**src/rtl/washer_plant_pkg.sv**
```systemverilog
// Shared types and constants for the washer plant model: motor state
// encoding, fault bit positions and the water-level step function.
package washer_plant_pkg;

  typedef enum logic [1:0] {
    IDLE  = 2'd0,
    FWD   = 2'd1,
    REV   = 2'd2,
    BRAKE = 2'd3
  } motor_state_e;

  localparam int FAULT_W   = 3;
  localparam int FLT_OVF   = 2;
  localparam int FLT_VALVE = 1;
  localparam int FLT_MOTOR = 0;

  // Next water level for one cycle of valve commands. Saturates at 0 and at
  // lmax. Both valves open, or neither open, leaves the level unchanged.
  function automatic logic [5:0] level_next(input logic [5:0] lvl,
                                            input logic       fill,
                                            input logic       rel,
                                            input logic [5:0] lmax);
    logic [5:0] nxt;
    nxt = lvl;
    case ({fill, rel})
      2'b10: begin
        if (lvl < lmax) nxt = lvl + 6'd1;
        else            nxt = lvl;
      end
      2'b01: begin
        if (lvl != 6'd0) nxt = lvl - 6'd1;
        else             nxt = lvl;
      end
      default: nxt = lvl;
    endcase
    return nxt;
  endfunction

endpackage

```
**src/rtl/washer_motor_fsm.sv**
```systemverilog
// Drum motor controller: IDLE/FWD/REV/BRAKE with a brake dead-time counter.
// A reversal always passes through BRAKE; conflicting commands are flagged
// through o_conflict for the fault register in the top level.
module washer_motor_fsm
  import washer_plant_pkg::*;
#(
  parameter int BRAKE_CYCLES = 4
) (
  input  logic clk,
  input  logic rst_n,
  input  logic i_forward,
  input  logic i_reverse,
  output logic o_motor_fwd,
  output logic o_motor_rev,
  output logic o_motor_braking,
  output logic o_conflict
);

  localparam logic [3:0] BRAKE_LOAD = 4'(BRAKE_CYCLES);

  motor_state_e r_state;
  motor_state_e w_state_nxt;
  logic [3:0]   r_cnt;
  logic [3:0]   w_cnt_nxt;
  logic         w_conflict;

  // State and brake counter registers.
  always_ff @(posedge clk or negedge rst_n) begin
    if (!rst_n) begin
      r_state <= IDLE;
      r_cnt   <= 4'd0;
    end else begin
      r_state <= w_state_nxt;
      r_cnt   <= w_cnt_nxt;
    end
  end

  // Next-state, brake counter and conflict detection.
  always_comb begin
    w_state_nxt = r_state;
    w_cnt_nxt   = r_cnt;
    w_conflict  = 1'b0;
    case (r_state)
      IDLE: begin
        w_cnt_nxt = 4'd0;
        if (i_forward && i_reverse) begin
          w_state_nxt = IDLE;
          w_conflict  = 1'b1;
        end else if (i_forward) begin
          w_state_nxt = FWD;
        end else if (i_reverse) begin
          w_state_nxt = REV;
        end else begin
          w_state_nxt = IDLE;
        end
      end
      FWD: begin
        if (i_forward && !i_reverse) begin
          w_state_nxt = FWD;
        end else begin
          w_state_nxt = BRAKE;
          w_cnt_nxt   = BRAKE_LOAD;
          w_conflict  = i_forward && i_reverse;
        end
      end
      REV: begin
        if (i_reverse && !i_forward) begin
          w_state_nxt = REV;
        end else begin
          w_state_nxt = BRAKE;
          w_cnt_nxt   = BRAKE_LOAD;
          w_conflict  = i_forward && i_reverse;
        end
      end
      BRAKE: begin
        // Commands are ignored here; the counter alone sets the dwell time.
        if (r_cnt <= 4'd1) begin
          w_state_nxt = IDLE;
          w_cnt_nxt   = 4'd0;
        end else begin
          w_state_nxt = BRAKE;
          w_cnt_nxt   = r_cnt - 4'd1;
        end
      end
      default: begin
        w_state_nxt = IDLE;
        w_cnt_nxt   = 4'd0;
      end
    endcase
  end

  assign o_motor_fwd     = (r_state == FWD);
  assign o_motor_rev     = (r_state == REV);
  assign o_motor_braking = (r_state == BRAKE);
  assign o_conflict      = w_conflict;

endmodule

```
**src/rtl/washer_plant.sv**
```systemverilog
// Washer plant model: water level counter driven by inlet/drain valves,
// sticky fault register, and the drum motor controller.
module washer_plant
  import washer_plant_pkg::*;
#(
  parameter int LEVEL_MAX    = 32,
  parameter int BRAKE_CYCLES = 4
) (
  input  logic               clk,
  input  logic               rst_n,
  input  logic               ctrl_fill,
  input  logic               ctrl_release,
  input  logic               ctrl_forward,
  input  logic               ctrl_reverse,
  input  logic               fault_clr,
  output logic [5:0]         level,
  output logic               level_full,
  output logic               level_empty,
  output logic               motor_fwd,
  output logic               motor_rev,
  output logic               motor_braking,
  output logic [FAULT_W-1:0] fault
);

  localparam logic [5:0] LVL_MAX = 6'(LEVEL_MAX);

  logic [5:0]         r_level;
  logic [5:0]         w_level_nxt;
  logic [FAULT_W-1:0] r_fault;
  logic [FAULT_W-1:0] w_fault_set;
  logic [FAULT_W-1:0] w_fault_nxt;
  logic               w_motor_conflict;

  washer_motor_fsm #(
    .BRAKE_CYCLES(BRAKE_CYCLES)
  ) u_motor (
    .clk            (clk),
    .rst_n          (rst_n),
    .i_forward      (ctrl_forward),
    .i_reverse      (ctrl_reverse),
    .o_motor_fwd    (motor_fwd),
    .o_motor_rev    (motor_rev),
    .o_motor_braking(motor_braking),
    .o_conflict     (w_motor_conflict)
  );

  // Fault set conditions and next fault value; a set beats a coincident clear.
  always_comb begin
    w_fault_set            = 3'b000;
    w_fault_set[FLT_OVF]   = ctrl_fill && !ctrl_release && (r_level == LVL_MAX);
    w_fault_set[FLT_VALVE] = ctrl_fill && ctrl_release;
    w_fault_set[FLT_MOTOR] = w_motor_conflict;
    if (fault_clr) begin
      w_fault_nxt = w_fault_set;
    end else begin
      w_fault_nxt = r_fault | w_fault_set;
    end
  end

  assign w_level_nxt = level_next(r_level, ctrl_fill, ctrl_release, LVL_MAX);

  // Water level and fault registers.
  always_ff @(posedge clk or negedge rst_n) begin
    if (!rst_n) begin
      r_level <= 6'd0;
      r_fault <= 3'b000;
    end else begin
      r_level <= w_level_nxt;
      r_fault <= w_fault_nxt;
    end
  end

  assign level       = r_level;
  assign level_full  = (r_level == LVL_MAX);
  assign level_empty = (r_level == 6'd0);
  assign fault       = r_fault;

endmodule

```
**config.mk**
```make
export PLATFORM = sky130hd
export DESIGN_NAME = washer_plant
export DESIGN_NICKNAME = d
export VERILOG_FILES = /design/src/rtl/washer_plant_pkg.sv /design/src/rtl/washer_motor_fsm.sv /design/src/rtl/washer_plant.sv
export SDC_FILE = /design/constraint.sdc
export NUM_CORES = 1
export LEC_CHECK = 0
export ABC_CLOCK_PERIOD_IN_PS = 4900
export BUFFER_PORTS_ARGS = -buffer_cell sky130_fd_sc_hd__buf_2
export CAP_MARGIN = 20
export CORE_ASPECT_RATIO = 0.75
export CORE_MARGIN = 2
export CORE_UTILIZATION = 29
export CTS_CLUSTER_DIAMETER = 60
export DETAILED_ROUTE_END_ITERATION = 12
export PLACE_DENSITY = 0.45
export SLEW_MARGIN = 40
export SYNTH_ARGS = -nofsm -noshare
export SYNTH_HDL_FRONTEND = slang
export SYNTH_SLANG_ARGS = --single-unit
```
**constraint.sdc**
```tcl
create_clock -name clk -period 4.9 [get_ports clk]
set_input_delay 1.225 -clock clk [delete_from_list [all_inputs] [get_ports clk]]
set_output_delay 1.225 -clock clk [all_outputs]
set_load 0.02 [all_outputs]
```
==> results of run 1 <==
-- worst max-delay path: stages, from the launching register on --
cell	delay, ns
dfrtp_1	0.48
or4_4	0.58
nor2_1	0.10
nand2_1	0.09
inv_1	0.06
buf_2	0.15
-- logic make-up (layout without fill, tap and decap cells) --
group | after synthesis | after routing | share of synthesized area [%]
simple gates | 30 | 30 | 19.19
compound gates | 23 | 23 | 18.00
flops | 15 | 15 | 39.42
buf+inv | 12 | 35 | 5.125
fa+ha+maj | 8 | 8 | 10.51
xor+xnor | 6 | 6 | 5.519
mux | 2 | 2 | 2.234
-- per-stage QoR --
stage | setup WS (ns) | hold WS, ns
detailed placement | 2.171 | 0.5183
finish | 1.977 | 0.5219
global placement | 2.245 | 0.5110
global route | 1.884 | 0.5432
floorplan | 2.136 | 0.4847
CTS | 1.970 | 0.5286
-- power groups by stage --
| stage | clock network [mW] | registers, mW | logic [mW] |
|---|---|---|---|
| after floorplan | 0 | 0.255 | 0.221 |
| after global placement | 0 | 0.240 | 0.329 |
| after global routing | 0.112 | 0.250 | 0.365 |
| after detailed placement | 0 | 0.241 | 0.330 |
| final | 0.0981 | 0.241 | 0.329 |
| after CTS | 0.104 | 0.239 | 0.332 |
-- flip-flops by register name, summed over array words and instances (netlist names) --
signal	count
fault	3
u_motor.r_cnt	4
u_motor.r_state	2
level	6
-- metal layers --
metal / track usage, % / vias up / part of all wire, %
met5: 0 / - / 0
met4: 0.9615 / 0 / 0
met3: 3.371 / 0 / 4.8
met2: 17.30 / 14 / 39
met1: 16.89 / 365 / 56
li1: - / 392 / -
-- synthesized netlist by cell type (all sizes together) --
master   n
or3b     1
xor2     1
mux2     1
o21a     2
a22oi    1
o32a     1
o22ai    4
buf      1
nor4     2
a41oi    1
dfrtp   15
o21ai    5
nor3     4
o32ai    1
or4      2
mux2i    1
nor2     6
nand3b   1
nand2    7
a31oi    1
nor2b    2
a21o     2
and4b    2
ha       8
inv     11
o31ai    2
nand4    1
xnor2    5
nor3b    1
or2b     1
a221oi   1
o41ai    1
o31a     1
-- area by class of cell --
| cell class | instances | area, sq um |
|---|---|---|
| inverter | 11 | 41.29 |
| tap | 38 | 47.55 |
| multi-input combinational | 69 | 533.0 |
| clock buffer | 3 | 41.29 |
| fill | 317 | 1898 |
| sequential | 15 | 375.4 |
| clock inverter | 1 | 5.005 |
| timing repair buffer | 20 | 100.1 |
-- path summary, 6_finish.rpt --
| kind | slack, ns | endpoint | from |
|---|---|---|---|
| worst min-delay path | 0.52 | fault[0] | fault[0] |
| worst max-delay path | 1.98 | level_full | level[2] |
| worst min register to register | 0.52 | fault[0] | fault[0] |
| max in group asynchronous | 3.77 | u_motor.r_state[1] | rst_n |
| min in group asynchronous | 0.88 | level[1] | rst_n |
| worst max register to register | 2.95 | level[1] | level[2] |
==> metrics, run 1 <==
residual DRC count=0; Leakage=0.5387 nW; layout cells sized above 1=26.05%; Via Count=771; Final nets=135; Routed wire per std cell=12.54 microns; Post-DP HPWL=1512 microns; Max VDD drop=0.1868 mV; fin crit period=2.923 ns; crit share post-route=59.66%; synthesized instance count=96; commonest non-fill, non-tap cell in the layout=buf_2; Via density=4.911; cell taking the most area after synthesis=dfrtp_1; status=finished clean; sw frac=44.52%; post-CTS resize count=0; syn nets=111; NetSw=0.2976 mW; clk root buf=clkbuf_8; slew at the pin closest to its max-slew limit=0.5474 ns; final core utilization=37.60%; standard-cell row count=17; WP data required=3.67 ns; global-route wire length before repair=3429 microns; ANT cells=0; Synthesis Warnings=0; Max-Cap Viols=0; clk_lat worst skew=0.24 ns; Hold Violations, Final=0; Ports=21; Sink Count=15; CTS tree=yes; Hold Crit Class=reg -> reg; Die Y-Extent=53.63 microns; CP Launch Type=register; Clk pwr share=14.7%; Tot GR Track Use=11.47%; crit path kind=reg -> out; pin count of the biggest net entering global routing=16; setup violators final=0; cts bufs inserted=3; vias in the first global route=718; Synth top area share=39.42%; first-pass iteration count of the detailed router=4; CP Capture Type=output pin; area grow syn2layout=20.11%; final cell count without fillers=157; Worst R2R Path Depth=4; Seq/Total Area, Yosys=39.42%; Clock transition at path regs=0.06 ns; initial antenna violation count=0; Final Wtd Congestion=0.7560; Tot Pwr=0.6686 mW; relative slew slack=63.29%; post-synthesis register bit count=15; grt total ovfl=0; post-route setup TNS=0 ns; Clock Path Buffers=2; top cells by area, synth=dfrtp_1 (39%), ha_1 (11%), xnor2_1 (4.6%); Inst Count DP=153; clock skew=0.002714 ns; H-tree levels=1; die area=3763 sq um; post-route design area=1144 sq um; Core Footprint=3042 sq um; Arr. time, crit path=1.70 ns; P_int=0.3710 mW; Post-CTS Setup Bufs=0; most frequent cells in the layout=buf_2 (20), dfrtp_1 (15), inv_1 (11); initial detailed-routing violation count=66; initial core utilization=31.30%; Hold Crit Depth=2; Max Transition Viols Final=0; RSZ-0062 raised after global routing=false; hold_buf cts=0; Die W=70.17 microns; syn_area_per_cell=9.918 sq um; maximum fanout along the worst path=8; Peak Freq=342.1 MHz; detailed-route wire length=1969 microns; synth unique cells=37; DRT antenna net count=0; Seq pwr share=36.1%; Pwr Density=584.6 nW/um^2; post-synth design cell area=952.2 sq um; placed instance area=1097 sq um; PortBufs=20; Comb power frac=49.3%
No activity file was read; power rests on OpenSTA's default activity.
==> inputs of run 2 (changes only) <==
--- a/config.mk
+++ b/config.mk
@@ -5,7 +5,8 @@
 export SDC_FILE = /design/constraint.sdc
 export NUM_CORES = 1
 export LEC_CHECK = 0
-export ABC_CLOCK_PERIOD_IN_PS = 4900
+export ABC_AREA = 1
+export ABC_CLOCK_PERIOD_IN_PS = 2800
 export BUFFER_PORTS_ARGS = -buffer_cell sky130_fd_sc_hd__buf_2
 export CAP_MARGIN = 20
 export CORE_ASPECT_RATIO = 0.75
@@ -13,7 +14,7 @@
 export CORE_UTILIZATION = 29
 export CTS_CLUSTER_DIAMETER = 60
 export DETAILED_ROUTE_END_ITERATION = 12
-export PLACE_DENSITY = 0.45
+export PLACE_DENSITY = 0.44
 export SLEW_MARGIN = 40
 export SYNTH_ARGS = -nofsm -noshare
 export SYNTH_HDL_FRONTEND = slang
==> constraint.sdc (replaced) <==
create_clock -name clk -period 2.8 [get_ports clk]
set_input_delay 0.7 -clock clk [delete_from_list [all_inputs] [get_ports clk]]
set_output_delay 0.7 -clock clk [all_outputs]
set_load 0.02 [all_outputs]
==> run 2 against run 1 <==
Routed wire length rose by 13%. First-iteration DRC count down 58%. Die area up 10%. Synthesized cell count rose by 42%. Via count is 23% higher. Sequential power rose by 58%. Total power rose by 76%. Clock skew decreased by 0.0011 ns. Critical endpoint unchanged. Largest power group unchanged. Highest routed layer is now met4.
==> metrics, run 2 <==
Final Worst Setup Slack=0.6968 ns; final cell count without fillers=200; Leakage=0.6530 nW; Routed wire per std cell=11.13 microns; CP Launch Type=register; vias in the first global route=872; slew at the pin closest to its max-slew limit=0.4798 ns; grt total ovfl=0; Post-CTS Setup Bufs=0; Final Wtd Congestion=0.8405; first-pass iteration count of the detailed router=4; Die Y-Extent=56.26 microns; Max-Cap Viols=0; max FFs per register=6; Crit path max-delay family=simple AND/OR/NAND/NOR gates; Peak Freq=475.5 MHz; Max Transition Viols Final=0; synthesized instance count=136; post-synthesis register bit count=15; max incr delay on CP=0.44 ns; synth unique cells=24; Synthesis Warnings=0; residual DRC count=0; Tot GR Track Use=11.94%; Max VDD drop=0.2929 mV; Post-DP HPWL=1812 microns; Clock transition at path regs=0.06 ns; Main synth FF type=dfrtp_1; detailed-route wire length=2226 microns; ANT cells=0; Pwr Density=940.9 nW/um^2; clk root buf=clkbuf_8; clock skew=0.001606 ns; r2r startpoint=u_motor.r_state[0]; pin count of the biggest net entering global routing=16; ys async rst share=100.0%; Die W=73.68 microns; EDFF count, synth=0; initial core utilization=31.26%; DRT antenna net count=0; layout cells sized above 1=25.62%; die area=4145 sq um; crit path kind=reg -> out; most instantiated cells after synthesis=inv_1 (21), nand2_1 (21), dfrtp_1 (15); Synth top area share=35.55%; Seq/Total Area, Yosys=35.55%; H-tree levels=1; post-synth design cell area=1056 sq um; PortBufs=20; standard-cell row count=18; clk_lat worst skew=0.24 ns; cts bufs inserted=3; WP data required=2.10 ns; Via Count=950; Via density=4.750; syn_area_per_cell=7.765 sq um; CP Capture Type=output pin; setup violators final=0; Clock Path Buffers=2; cell taking the most area after synthesis=dfrtp_1; post-CTS resize count=0; initial detailed-routing violation count=28; area grow syn2layout=18.48%; Core Footprint=3378 sq um; Sink Count=15; CTS tree=yes; Worst path slowest cell=dfrtp_1; post-route setup TNS=0 ns; Inst Count DP=196; syn nets=151; Ports=21; crit share post-route=75.11%; most frequent cells in the layout=inv_1 (21), nand2_1 (21), buf_2 (20); Hold WS=0.3565 ns; hold_buf cts=0; global-route wire length before repair=3877 microns; Final nets=176; Arr. time, crit path=1.40 ns; Hold Violations, Final=0; Bufs and invs on worst path=1; initial antenna violation count=0; DP Worst Slack=0.8238 ns; crit-path cells=nor2_1 > nand2_1 > nor3_1 > buf_2; status=finished clean; maximum fanout along the worst path=6; CP Launch Point=level[3]; fin crit period=2.103 ns; relative slew slack=68.01%; Hold Crit Class=in -> async; RSZ-0062 raised after global routing=false; top cells by area, synth=dfrtp_1 (36%), ha_1 (9.5%), inv_1 (7.5%)
run 2: changes by cell type after synthesis, sizes merged, moves of 4 or more:
cell   change
inv       +12
nand2     +24
nand3     +16
nor2       +8
o21ai      +7
xnor2      -4
run 2: worst paths after layout:
path                                         end  slack [ns]  cells after the start
worst max register to register  u_motor.r_cnt[2]        1.11                      7
max in group asynchronous               level[1]        2.19                      1
min in group clk                u_motor.r_cnt[3]        0.48                      1
worst min register to register  u_motor.r_cnt[3]        0.48                      1
worst max-delay path                  level_full        0.70                      4
worst min-delay path                    fault[0]        0.36                      1
run 2: routing by layer:
layer,vias up,share of wire (%),GRT usage [%]
li1,496,-,-
met1,433,54,17.86
met2,19,40,16.45
met3,2,5.7,4.668
met4,0,0.36,1.558
met5,-,0,0
run 2: worst reg2reg max path, cell delays in order (launching register included):
cell and delay [ns]:
dfrtp_1 0.40, inv_1 0.11, ha_1 0.24, inv_1 0.06, o22ai_1 0.41, nor2_1 0.10
a22oi_1 0.14, o21ai_0 0.10
run 2: cell type report:
| class | count | area [sq um] |
|---|---|---|
| clock buffer | 4 | 45.04 |
| fill | 382 | 2127 |
| inverter | 23 | 86.33 |
| multi-input combinational | 98 | 594.3 |
| sequential | 15 | 375.4 |
| tap | 40 | 50.05 |
| timing repair buffer | 20 | 100.1 |
run 2: per-stage QoR:
| step | utilization (%) | area [sq um] | power (mW) |
|---|---|---|---|
| 6_report | 37.04 | 1251 | 1.177 |
| 5_1_grt | 37.04 | 1251 | 1.304 |
| 2_1_floorplan | - | 1056 | 0.8402 |
| 3_5_place_dp | 35.70 | 1206 | 1.011 |
| 4_1_cts | 37.04 | 1251 | 1.194 |
| 3_3_place_gp | 35.70 | 1206 | 1.021 |
run 2: cells by family after synthesis:
logic type / after synthesis / synth area share, %
compound gates: 23 / 12.80
xor+xnor: 3 / 2.489
fa+ha+maj: 8 / 9.479
buf+inv: 23 / 8.176
flops: 15 / 35.55
simple gates: 64 / 31.52
run 2: power by group:
| part | internal (mW) | leakage [nW] | switching, mW |
|---|---|---|---|
| registers | 0.291 | 0.191 | 0.0895 |
| clock network | 0.101 | 0.0228 | 0.0715 |
| logic | 0.229 | 0.440 | 0.395 |
| total | 0.621 | 0.653 | 0.556 |
